**src/rtl/spi_pkg.sv**
```systemverilog
// Shared types and constants for the SPI responder.
// FSM encoding, SPI mode codes and the default word width.
package spi_pkg;

    typedef enum logic [1:0] {
        ST_IDLE  = 2'd0,
        ST_LOAD  = 2'd1,
        ST_SHIFT = 2'd2
    } state_t;

    // SPI modes encoded as {CPOL, CPHA}
    localparam logic [1:0] MODE0 = 2'b00;
    localparam logic [1:0] MODE1 = 2'b01;
    localparam logic [1:0] MODE2 = 2'b10;
    localparam logic [1:0] MODE3 = 2'b11;

    localparam int DEF_DATA_WIDTH = 8;

endpackage

```
**src/rtl/spi_slave_if.sv**
```systemverilog
// Pin and user-side bundle of the SPI responder.
// SPI_SLAVE_STATUS_EN adds rx ack and overrun/underrun pulses.
interface spi_slave_if
    import spi_pkg::*;
#(
    parameter int DATA_WIDTH = DEF_DATA_WIDTH
);

    logic                  i_sclk;
    logic                  i_cs_n;
    logic                  i_mosi;
    logic                  o_miso;
    logic                  o_miso_en;
    logic [DATA_WIDTH-1:0] i_tx_data;
    logic                  i_tx_valid;
    logic                  o_tx_ready;
    logic [DATA_WIDTH-1:0] o_rx_data;
    logic                  o_rx_valid;
    logic                  o_busy;

`ifdef SPI_SLAVE_STATUS_EN
    logic                  i_rx_ack;
    logic                  o_overrun;
    logic                  o_underrun;

    modport slave (
        input  i_sclk, i_cs_n, i_mosi,
        input  i_tx_data, i_tx_valid, i_rx_ack,
        output o_miso, o_miso_en, o_tx_ready,
        output o_rx_data, o_rx_valid, o_busy,
        output o_overrun, o_underrun
    );

    modport master (
        output i_sclk, i_cs_n, i_mosi,
        output i_tx_data, i_tx_valid, i_rx_ack,
        input  o_miso, o_miso_en, o_tx_ready,
        input  o_rx_data, o_rx_valid, o_busy,
        input  o_overrun, o_underrun
    );
`else
    modport slave (
        input  i_sclk, i_cs_n, i_mosi,
        input  i_tx_data, i_tx_valid,
        output o_miso, o_miso_en, o_tx_ready,
        output o_rx_data, o_rx_valid, o_busy
    );

    modport master (
        output i_sclk, i_cs_n, i_mosi,
        output i_tx_data, i_tx_valid,
        input  o_miso, o_miso_en, o_tx_ready,
        input  o_rx_data, o_rx_valid, o_busy
    );
`endif

endinterface

```
**src/rtl/spi_sync_edge.sv**
```systemverilog
// Synchronises SCLK/CS_n/MOSI and derives one-cycle edge strobes.
// Strobes and the MOSI/CS copies share one pipeline depth.
module spi_sync_edge #(
    parameter int SYNC_STAGES = 2,
    parameter bit CPOL        = 1'b0
) (
    input  logic clk,
    input  logic rst_n,
    input  logic sclk,
    input  logic cs_n,
    input  logic mosi,
    output logic lead,
    output logic trail,
    output logic cs_n_s,
    output logic cs_fall,
    output logic cs_rise,
    output logic mosi_s
);

    logic [SYNC_STAGES-1:0] sclk_ff;
    logic [SYNC_STAGES-1:0] cs_ff;
    logic [SYNC_STAGES-1:0] mosi_ff;
    logic                   sclk_sy;
    logic                   cs_sy;
    logic                   mosi_sy;
    logic                   sclk_q;
    logic                   cs_q;
    logic                   mosi_q;

    assign sclk_sy = sclk_ff[SYNC_STAGES-1];
    assign cs_sy   = cs_ff[SYNC_STAGES-1];
    assign mosi_sy = mosi_ff[SYNC_STAGES-1];

    // Metastability chains; reset to the idle pin levels
    always_ff @(posedge clk or negedge rst_n) begin
        if (!rst_n) begin
            sclk_ff <= {SYNC_STAGES{CPOL}};
            cs_ff   <= '1;
            mosi_ff <= '0;
        end else begin
            sclk_ff <= {sclk_ff[SYNC_STAGES-2:0], sclk};
            cs_ff   <= {cs_ff[SYNC_STAGES-2:0], cs_n};
            mosi_ff <= {mosi_ff[SYNC_STAGES-2:0], mosi};
        end
    end

    // Edge detect; leading edge leaves the CPOL idle level
    always_ff @(posedge clk or negedge rst_n) begin
        if (!rst_n) begin
            sclk_q  <= CPOL;
            cs_q    <= 1'b1;
            mosi_q  <= 1'b0;
            lead    <= 1'b0;
            trail   <= 1'b0;
            cs_fall <= 1'b0;
            cs_rise <= 1'b0;
        end else begin
            sclk_q  <= sclk_sy;
            cs_q    <= cs_sy;
            mosi_q  <= mosi_sy;
            lead    <= (sclk_sy != sclk_q) && (sclk_sy != CPOL);
            trail   <= (sclk_sy != sclk_q) && (sclk_sy == CPOL);
            cs_fall <= cs_q & ~cs_sy;
            cs_rise <= ~cs_q & cs_sy;
        end
    end

    assign cs_n_s = cs_q;
    assign mosi_s = mosi_q;

endmodule

```
**src/rtl/spi_slave.sv**
```systemverilog
// SPI responder: full duplex, MSB first, oversampled pins.
// Optional SPI_SLAVE_STATUS_EN adds overrun/underrun pulses.
module spi_slave
    import spi_pkg::*;
#(
    parameter int DATA_WIDTH  = DEF_DATA_WIDTH,
    parameter bit CPOL        = 1'b0,
    parameter bit CPHA        = 1'b0,
    parameter int SYNC_STAGES = 2
) (
    input logic        i_clk,
    input logic        i_reset,
    spi_slave_if.slave bus
);

    localparam int         CW   = $clog2(DATA_WIDTH);
    localparam logic [1:0] MODE = {CPOL, CPHA};
    localparam bit         PH1  = (MODE == MODE1) || (MODE == MODE3);

    state_t                state_q;
    state_t                state_d;
    logic                  lead;
    logic                  trail;
    logic                  cs_n_s;
    logic                  cs_fall;
    logic                  cs_rise;
    logic                  mosi_s;
    logic                  sample_stb;
    logic                  shift_stb;
    logic                  do_load;
    logic                  do_shift;
    logic                  do_sample;
    logic                  clr_fresh;
    logic                  word_done;
    logic                  busy;
    logic                  tx_write;
    logic [DATA_WIDTH-1:0] tx_sr;
    logic [DATA_WIDTH-1:0] rx_sr;
    logic [DATA_WIDTH-1:0] rx_next;
    logic [DATA_WIDTH-1:0] hold_q;
    logic                  hold_full;
    logic [DATA_WIDTH-1:0] rx_data_q;
    logic                  rx_valid_q;
    logic [CW-1:0]         bit_cnt;
    logic                  reload_q;
    logic                  fresh_q;

    spi_sync_edge #(
        .SYNC_STAGES (SYNC_STAGES),
        .CPOL        (CPOL)
    ) u_sync (
        .clk     (i_clk),
        .rst_n   (i_reset),
        .sclk    (bus.i_sclk),
        .cs_n    (bus.i_cs_n),
        .mosi    (bus.i_mosi),
        .lead    (lead),
        .trail   (trail),
        .cs_n_s  (cs_n_s),
        .cs_fall (cs_fall),
        .cs_rise (cs_rise),
        .mosi_s  (mosi_s)
    );

    assign busy      = (state_q != ST_IDLE);
    assign tx_write  = bus.i_tx_valid & ~hold_full;
    assign rx_next   = {rx_sr[DATA_WIDTH-2:0], mosi_s};
    assign word_done = do_sample && (bit_cnt == CW'(DATA_WIDTH - 1));

    // State register
    always_ff @(posedge i_clk or negedge i_reset) begin
        if (!i_reset) begin
            state_q <= ST_IDLE;
        end else begin
            state_q <= state_d;
        end
    end

    // Next state and per-cycle datapath controls
    always_comb begin
        state_d    = state_q;
        do_load    = 1'b0;
        do_shift   = 1'b0;
        do_sample  = 1'b0;
        clr_fresh  = 1'b0;
        sample_stb = (PH1 ? trail : lead) & ~cs_n_s;
        shift_stb  = (PH1 ? lead : trail) & ~cs_n_s;
        unique case (state_q)
            ST_IDLE: begin
                if (cs_fall) begin
                    state_d = ST_LOAD;
                end
            end
            ST_LOAD: begin
                do_load = 1'b1;
                state_d = ST_SHIFT;
            end
            ST_SHIFT: begin
                do_sample = sample_stb;
                if (shift_stb) begin
                    if (reload_q) begin
                        do_load = 1'b1;
                    end else if (fresh_q) begin
                        clr_fresh = 1'b1;
                    end else begin
                        do_shift = 1'b1;
                    end
                end
            end
            default: state_d = ST_IDLE;
        endcase
        if (cs_rise) begin
            state_d   = ST_IDLE;
            do_load   = 1'b0;
            do_shift  = 1'b0;
            do_sample = 1'b0;
            clr_fresh = 1'b0;
        end
    end

    // Shift registers, bit counter and received word
    always_ff @(posedge i_clk or negedge i_reset) begin
        if (!i_reset) begin
            tx_sr      <= '0;
            rx_sr      <= '0;
            rx_data_q  <= '0;
            rx_valid_q <= 1'b0;
            bit_cnt    <= '0;
            reload_q   <= 1'b0;
            fresh_q    <= 1'b0;
        end else begin
            rx_valid_q <= 1'b0;
            if (do_load) begin
                tx_sr    <= hold_full ? hold_q : '0;
                reload_q <= 1'b0;
                fresh_q  <= PH1 && (state_q == ST_LOAD);
            end else if (do_shift) begin
                tx_sr <= {tx_sr[DATA_WIDTH-2:0], 1'b0};
            end else if (clr_fresh) begin
                fresh_q <= 1'b0;
            end
            if (state_q == ST_LOAD) begin
                bit_cnt <= '0;
            end
            if (do_sample) begin
                rx_sr <= rx_next;
                if (word_done) begin
                    bit_cnt    <= '0;
                    rx_data_q  <= rx_next;
                    rx_valid_q <= 1'b1;
                    reload_q   <= 1'b1;
                end else begin
                    bit_cnt <= bit_cnt + CW'(1);
                end
            end
        end
    end

    // Holding register; a load empties it before a same-cycle write
    always_ff @(posedge i_clk or negedge i_reset) begin
        if (!i_reset) begin
            hold_q    <= '0;
            hold_full <= 1'b0;
        end else begin
            if (tx_write) begin
                hold_q    <= bus.i_tx_data;
                hold_full <= 1'b1;
            end else if (do_load && hold_full) begin
                hold_full <= 1'b0;
            end
        end
    end

    assign bus.o_miso     = busy & tx_sr[DATA_WIDTH-1];
    assign bus.o_miso_en  = busy;
    assign bus.o_busy     = busy;
    assign bus.o_tx_ready = ~hold_full;
    assign bus.o_rx_data  = rx_data_q;
    assign bus.o_rx_valid = rx_valid_q;

`ifdef SPI_SLAVE_STATUS_EN
    logic pend_q;
    logic overrun_q;
    logic underrun_q;

    // Unacknowledged-word tracking and status pulses
    always_ff @(posedge i_clk or negedge i_reset) begin
        if (!i_reset) begin
            pend_q     <= 1'b0;
            overrun_q  <= 1'b0;
            underrun_q <= 1'b0;
        end else begin
            if (rx_valid_q) begin
                pend_q <= ~bus.i_rx_ack;
            end else if (bus.i_rx_ack) begin
                pend_q <= 1'b0;
            end
            overrun_q  <= word_done & pend_q & ~bus.i_rx_ack;
            underrun_q <= do_load & ~hold_full;
        end
    end

    assign bus.o_overrun  = overrun_q;
    assign bus.o_underrun = underrun_q;
`endif

endmodule

```
**src/flat_wrapper.sv**
```systemverilog
// flat-port wrapper written by rule: the top's interface ports become plain ports
module spi_slave_flat import spi_pkg::*;
#(
    parameter int DATA_WIDTH  = DEF_DATA_WIDTH,
    parameter bit CPOL        = 1'b0,
    parameter bit CPHA        = 1'b0,
    parameter int SYNC_STAGES = 2
)
  (i_clk, i_reset, bus_i_sclk, bus_i_cs_n, bus_i_mosi, bus_i_tx_data, bus_i_tx_valid, bus_o_miso, bus_o_miso_en, bus_o_tx_ready, bus_o_rx_data, bus_o_rx_valid, bus_o_busy);
  spi_slave_if #(.DATA_WIDTH(DATA_WIDTH)) bus_i ();
  input logic i_clk;
  input logic i_reset;
  input wire logic [$bits(bus_i.i_sclk)-1:0] bus_i_sclk;
  input wire logic [$bits(bus_i.i_cs_n)-1:0] bus_i_cs_n;
  input wire logic [$bits(bus_i.i_mosi)-1:0] bus_i_mosi;
  input wire logic [$bits(bus_i.i_tx_data)-1:0] bus_i_tx_data;
  input wire logic [$bits(bus_i.i_tx_valid)-1:0] bus_i_tx_valid;
  output wire logic [$bits(bus_i.o_miso)-1:0] bus_o_miso;
  output wire logic [$bits(bus_i.o_miso_en)-1:0] bus_o_miso_en;
  output wire logic [$bits(bus_i.o_tx_ready)-1:0] bus_o_tx_ready;
  output wire logic [$bits(bus_i.o_rx_data)-1:0] bus_o_rx_data;
  output wire logic [$bits(bus_i.o_rx_valid)-1:0] bus_o_rx_valid;
  output wire logic [$bits(bus_i.o_busy)-1:0] bus_o_busy;
  assign bus_i.i_sclk = bus_i_sclk;
  assign bus_i.i_cs_n = bus_i_cs_n;
  assign bus_i.i_mosi = bus_i_mosi;
  assign bus_i.i_tx_data = bus_i_tx_data;
  assign bus_i.i_tx_valid = bus_i_tx_valid;
  assign bus_o_miso = bus_i.o_miso;
  assign bus_o_miso_en = bus_i.o_miso_en;
  assign bus_o_tx_ready = bus_i.o_tx_ready;
  assign bus_o_rx_data = bus_i.o_rx_data;
  assign bus_o_rx_valid = bus_i.o_rx_valid;
  assign bus_o_busy = bus_i.o_busy;
  spi_slave #(.DATA_WIDTH(DATA_WIDTH), .CPOL(CPOL), .CPHA(CPHA), .SYNC_STAGES(SYNC_STAGES)) u_core (.i_clk(i_clk), .i_reset(i_reset), .bus(bus_i));
endmodule
```
**config.mk**
```make
export PLATFORM = sky130hd
export DESIGN_NAME = spi_slave_flat
export DESIGN_NICKNAME = d
export VERILOG_FILES = /design/src/rtl/spi_pkg.sv /design/src/rtl/spi_slave_if.sv /design/src/rtl/spi_sync_edge.sv /design/src/rtl/spi_slave.sv /design/src/flat_wrapper.sv
export SDC_FILE = /design/constraint.sdc
export NUM_CORES = 1
export LEC_CHECK = 0
export CORE_MARGIN = 2
export CORE_UTILIZATION = 50
export DETAILED_ROUTE_END_ITERATION = 8
export GPL_TIMING_DRIVEN = 0
export PLACE_DENSITY = 0.8
export RECOVER_POWER = 50
export SYNTH_ARGS = -nofsm -noshare
export SYNTH_HDL_FRONTEND = slang
export SYNTH_SLANG_ARGS = --single-unit
```
**constraint.sdc**
```tcl
create_clock -name i_clk -period 4.75 [get_ports i_clk]
set_input_delay 0.475 -clock i_clk [delete_from_list [all_inputs] [get_ports i_clk]]
set_output_delay 0.475 -clock i_clk [all_outputs]
set_load 0.02 [all_outputs]
```
; ---- After elaboration in Yosys (flattened, before gate mapping)
; Cells that the tools add are included.
; Widths: inputs -> output; s select.
[word_totals]
regBits = 53
input_bits = 14
output_inout_bits = 13
[classes]
add_sub_neg = 1
eq_ne = 7
n_mux = 35
bitwise_logic = 10
reduce_logical = 13
[ops]
columns = op, n
row1 = $mux 1, 25
row2 = $mux 8, 3
row3 = $reduce_bool 2->1, 5
row4 = $mux 3, 3
row5 = $and 1x1->1, 6
row6 = $pmux 2 s3, 1
row7 = $reduce_and 2->1, 3
row8 = $logic_and 1x1->1, 4
row9 = $mux 2, 2
row10 = $not 1->1, 4
row11 = $add 3x1->3 const B, 1
row12 = $eq 3x3->1 const B, 1
row13 = $ne 3x3->1 const B, 1
row14 = $eq 2x1->1 const B, 1
row15 = $eq 2x2->1 const B, 1
row16 = $logic_not 2->1, 1
row17 = $ne 2x1->1 const B, 1
row18 = $ne 2x2->1 const B, 1
row19 = $pmux 1 s2, 1
row20 = $ne 1x1->1, 1

; ---- Longest topological paths before layout
[depth]
depth_word = 8
depth_mapped = 7
mapped_depth_nobuf = 5

; ---- Modules after synthesis
; A second synthesis with hierarchy kept.
[unflattened]
cells_unflattened = 162
area_unflattened_um2 = 2199.6
[by_module_without_submodules]
columns = module, instances, cells_each, area_per_inst_um2, seq_area_each_um2
row1 = spi_slave, 1, 145, 1835.5, 975.9
row2 = spi_sync_edge, 1, 17, 364.1, 329.1

; ---- Least setup slack after synthesis
; Ideal clock, no wire load.
[synth_path]
path_type = register -> register
from = register u_core.state_q[0]
to = register u_core.rx_sr[4]
t_arrival_ps = 1493
required_ps = 4625
path_slack_ps = 3132
stages_incl_launch_ff = 7
path_buffers = 2
period_less_slack_ps = 1618
cell_sequence = dfrtp_1 > inv_1 > ha_1 > and4bb_1 > buf_6 > buf_6 > mux2_4
[synth_between]
elab_chain_cells = 3
[synth_lines]
columns = element, line
row1 = start: declaration, spi_slave.sv:20  ; state_t state_q;
row2 = start signal: assignment, spi_slave.sv:75  ; state_q <= state_d;
row3 = $eq 2x2->1, spi_slave.sv:88  ; unique case (state_q)
row4 = $mux 1, spi_slave.sv:88
row5 = $mux 1, spi_slave.sv:112  ; if (cs_rise) begin
row6 = end signal: assignment, spi_slave.sv:146  ; rx_sr <= rx_next;
row7 = end: declaration, spi_slave.sv:38  ; logic [DATA_WIDTH-1:0] rx_sr;
; No other way between the ends.
; A chain may end at the register's enable or synchronous reset.

==> flow_summary.json <==
{
  "status": "complete, but fails checks",
  "violations": "max-capacitance violations, max-slew violations",
  "drv_slew": 33,
  "wl_um": 4160,
  "ys_seq_area_share_pct": 59.5,
  "grt_overflow": 0,
  "peakVddDrop_uv": 183,
  "syn_to_final_growth_pct": 18.9,
  "dp_hpwl_um": 2970,
  "cap_viol_max_count": 1,
  "diodes": 0,
  "r2r-start": "u_core.state_q[0]$_DFFE_PN0P_",
  "clock_latency_ns": 0.31,
  "slew_headroom_pct": -11.6,
  "cts-root-buf": "clkbuf_8",
  "ys.flop_type": "dfrtp_1",
  "synth.most_common_cell": "dfrtp_1",
  "synth_top_cell_by_area": "dfrtp_1",
  "slowest_stage": "clkbuf_1",
  "dr.pass1.iters": 4,
  "drive_above_1_share_pct": 21.5,
  "power_density_nw_per_um2": 475,
  "drt_iter0_markers": 170,
  "path_buf_inv": 2,
  "grt_start_max_net_pins": 33,
  "via_per_inst": 5.64,
  "finalSetupViolCount": 0,
  "synth-warning-count": 0,
  "num_vias": 1392,
  "ys_ff_latch": 52,
  "grt_pass1_wl_um": 7290,
  "layout_setup_ws_ns": 2.32,
  "critical_path.endpoint_type": "asynchronous set/reset pin",
  "io_pins": 27,
  "grt_pass1_vias": 1482,
  "synthArstFlopShare_pct": 100,
  "r2r_slack_ns": 2.94,
  "cts_inserted_buffers": 5,
  "finalPower_mw": 1.24,
  "die_w_um": 70.2,
  "crit_family": "buffers and inverters",
  "crit_required_ns": 4.86,
  "cts.sinks": 52,
  "critPathLaunch": "i_reset",
  "fp.dieH_um": 70.2,
  "synth.top_cell.area_share_pct": 55.9,
  "grt.total_usage_pct": 19.0,
  "antenna_found_initial": 0,
  "rsz0062_at_grt": "false",
  "fp-row-count": 24,
  "min_period_over_period_pct": 51.1,
  "post_cts_resized": 0,
  "yosys-top-cells-area": "dfrtp_1 56%, mux2_4 7.5%, mux2_2 6.2%",
  "core_area_um2": 4290,
  "htreeDepth": 2,
  "antenna_left": 0,
  "cts_buffer_depth": 2,
  "crit_fanout": 32,
  "drc": 0,
  "synth_common_cells": "49 x dfrtp_1, 12 x mux2_2, 11 x mux2_4",
  "final_nets": 214,
  "syn_nets": 180,
  "cp-start-kind": "input port",
  "synth_cell_types": 31,
  "fmax_mhz": 412,
  "syn_inst": 160,
  "fill_cells": 336,
  "leakagePower_nw": 1.19,
  "hp-class": "in2async",
  "syn_avg_cell_area_um2": 13.7,
  "critPathArrivalTime_ns": 2.54,
  "numPortBuffers": 26,
  "critPathMostFrequentCell": "clkbuf_1",
  "initial_utilization_pct": 51.1,
  "worst_slew_pin_slew_ns": 1.67,
  "hold_buffers": 0,
  "dieArea_um2": 4930,
  "fin_worst_skew_ns": 0.0118,
  "cts_tree": "yes",
  "wl_per_cell_um": 16.9,
  "postCtsSetupRepairBufs": 0,
  "synth_edf_count": 0,
  "crit_type": "in2async",
  "place_congestion": 0.820,
  "max_stage_delay_ns": 1.28,
  "finalSetupTns_ns": 0,
  "reg2reg_depth": 6,
  "hold_viol": 0,
  "min_period_ns": 2.43,
  "cp_cell_sequence": "clkbuf_1 > clkbuf_1",
  "clkTransAtPathRegs_ns": 0.09,
  "dp_slack_ns": 2.84,
  "crit_cells": 2,
  "synthesis.area_um2": 2190
}
## power by group
group	leakage [nW]	internal (mW)	switching (mW)
clock network	0.0510	0.116	0.141
logic	0.485	0.183	0.199
registers	0.655	0.538	0.0612
total	1.19	0.838	0.401
## cells in the final DEF, fill, tap and decap left out, types with 2 or more instances in the layout
master / synthesis / layout
buf_6: 3 / 3
mux2_4: 11 / 11
clkbuf_8: 0 / 6
o21ai_0: 10 / 10
nand3b_1: 2 / 2
clkdlybuf4s50_1: 0 / 22
a221oi_1: 7 / 7
mux2_2: 12 / 12
nor2_1: 2 / 2
a21oi_1: 2 / 2
ha_1: 6 / 6
clkinv_2: 0 / 2
inv_1: 7 / 7
dfrtp_1: 49 / 49
a31oi_1: 7 / 7
o21ai_1: 2 / 2
clkbuf_1: 4 / 6
nand2_1: 3 / 3
nor2b_1: 7 / 7
dfstp_2: 3 / 2
nand3_1: 7 / 7
buf_2: 2 / 2
a22o_1: 2 / 2
a21o_1: 2 / 2
dlygate4sd3_1: 0 / 3
## metrics by stage
step	hold slack, ns	std cells	cell area [µm²]	util, %
global placement	0.335	238	2520	58.7
global route	0.365	247	2610	60.8
CTS	0.127	247	2630	61.2
floorplan	0.179	160	2190	-
finish	0.329	247	2610	60.8
detailed placement	0.335	239	2530	59.0
## registers in the layout, indices dropped and copies added, names as in the netlist, 2 cells and up
| signal | flops |
|---|---|
| u_core.bit_cnt | 3 |
| u_core.u_sync.cs_ff | 2 |
| u_core.rx_sr | 7 |
| u_core.bus.o_rx_data | 8 |
| u_core.hold_q | 8 |
| u_core.u_sync.sclk_ff | 2 |
| u_core.state_q | 2 |
| u_core.u_sync.mosi_ff | 2 |
| u_core.tx_sr | 8 |
## metal layers
metal | global-route usage (%) | wire length (µm) | vias to the layer above
met5 | 0 | 0 | -
met2 | 32.1 | 2210 | 54
li1 | - | - | 636
met3 | 4.33 | 208 | 9
met1 | 24.8 | 1680 | 693
met4 | 5.13 | 67 | 0
## path summary, 6_finish.rpt
path / to
min in group i_clk: u_core.u_sync.mosi_s$_DFF_PN0_
max reg2reg: u_core.rx_sr[5]$_DFFE_PN0P_
max: u_core.hold_q[6]$_DFFE_PN0P_
min reg2reg: u_core.u_sync.mosi_s$_DFF_PN0_
max in group i_clk: bus_o_miso_en
min: u_core.bus.o_rx_data[2]$_DFFE_PN0P_
## final cells by class
cell class | instances | area (µm²) | share of cell area, %
multi-input cells | 91 | 796 | 30.5
clock inverters | 2 | 10.0 | 0.384
inverters | 7 | 26.3 | 1.01
repair buffers | 27 | 258 | 9.88
clock buffers | 6 | 82.6 | 3.17
plain buffers | 10 | 66.3 | 2.54
well taps | 52 | 65.1 | 2.49
flip-flops and latches | 52 | 1310 | 50.0
## logic make-up after synthesis
| group | share of synthesized area (%) |
|---|---|
| flops | 59.5 |
| compound gates | 9.47 |
| simple gates | 9.24 |
| mux | 14.1 |
| buf+inv | 4.22 |
| fa+ha+maj | 3.42 |
Power figures use the tool's default switching activity.
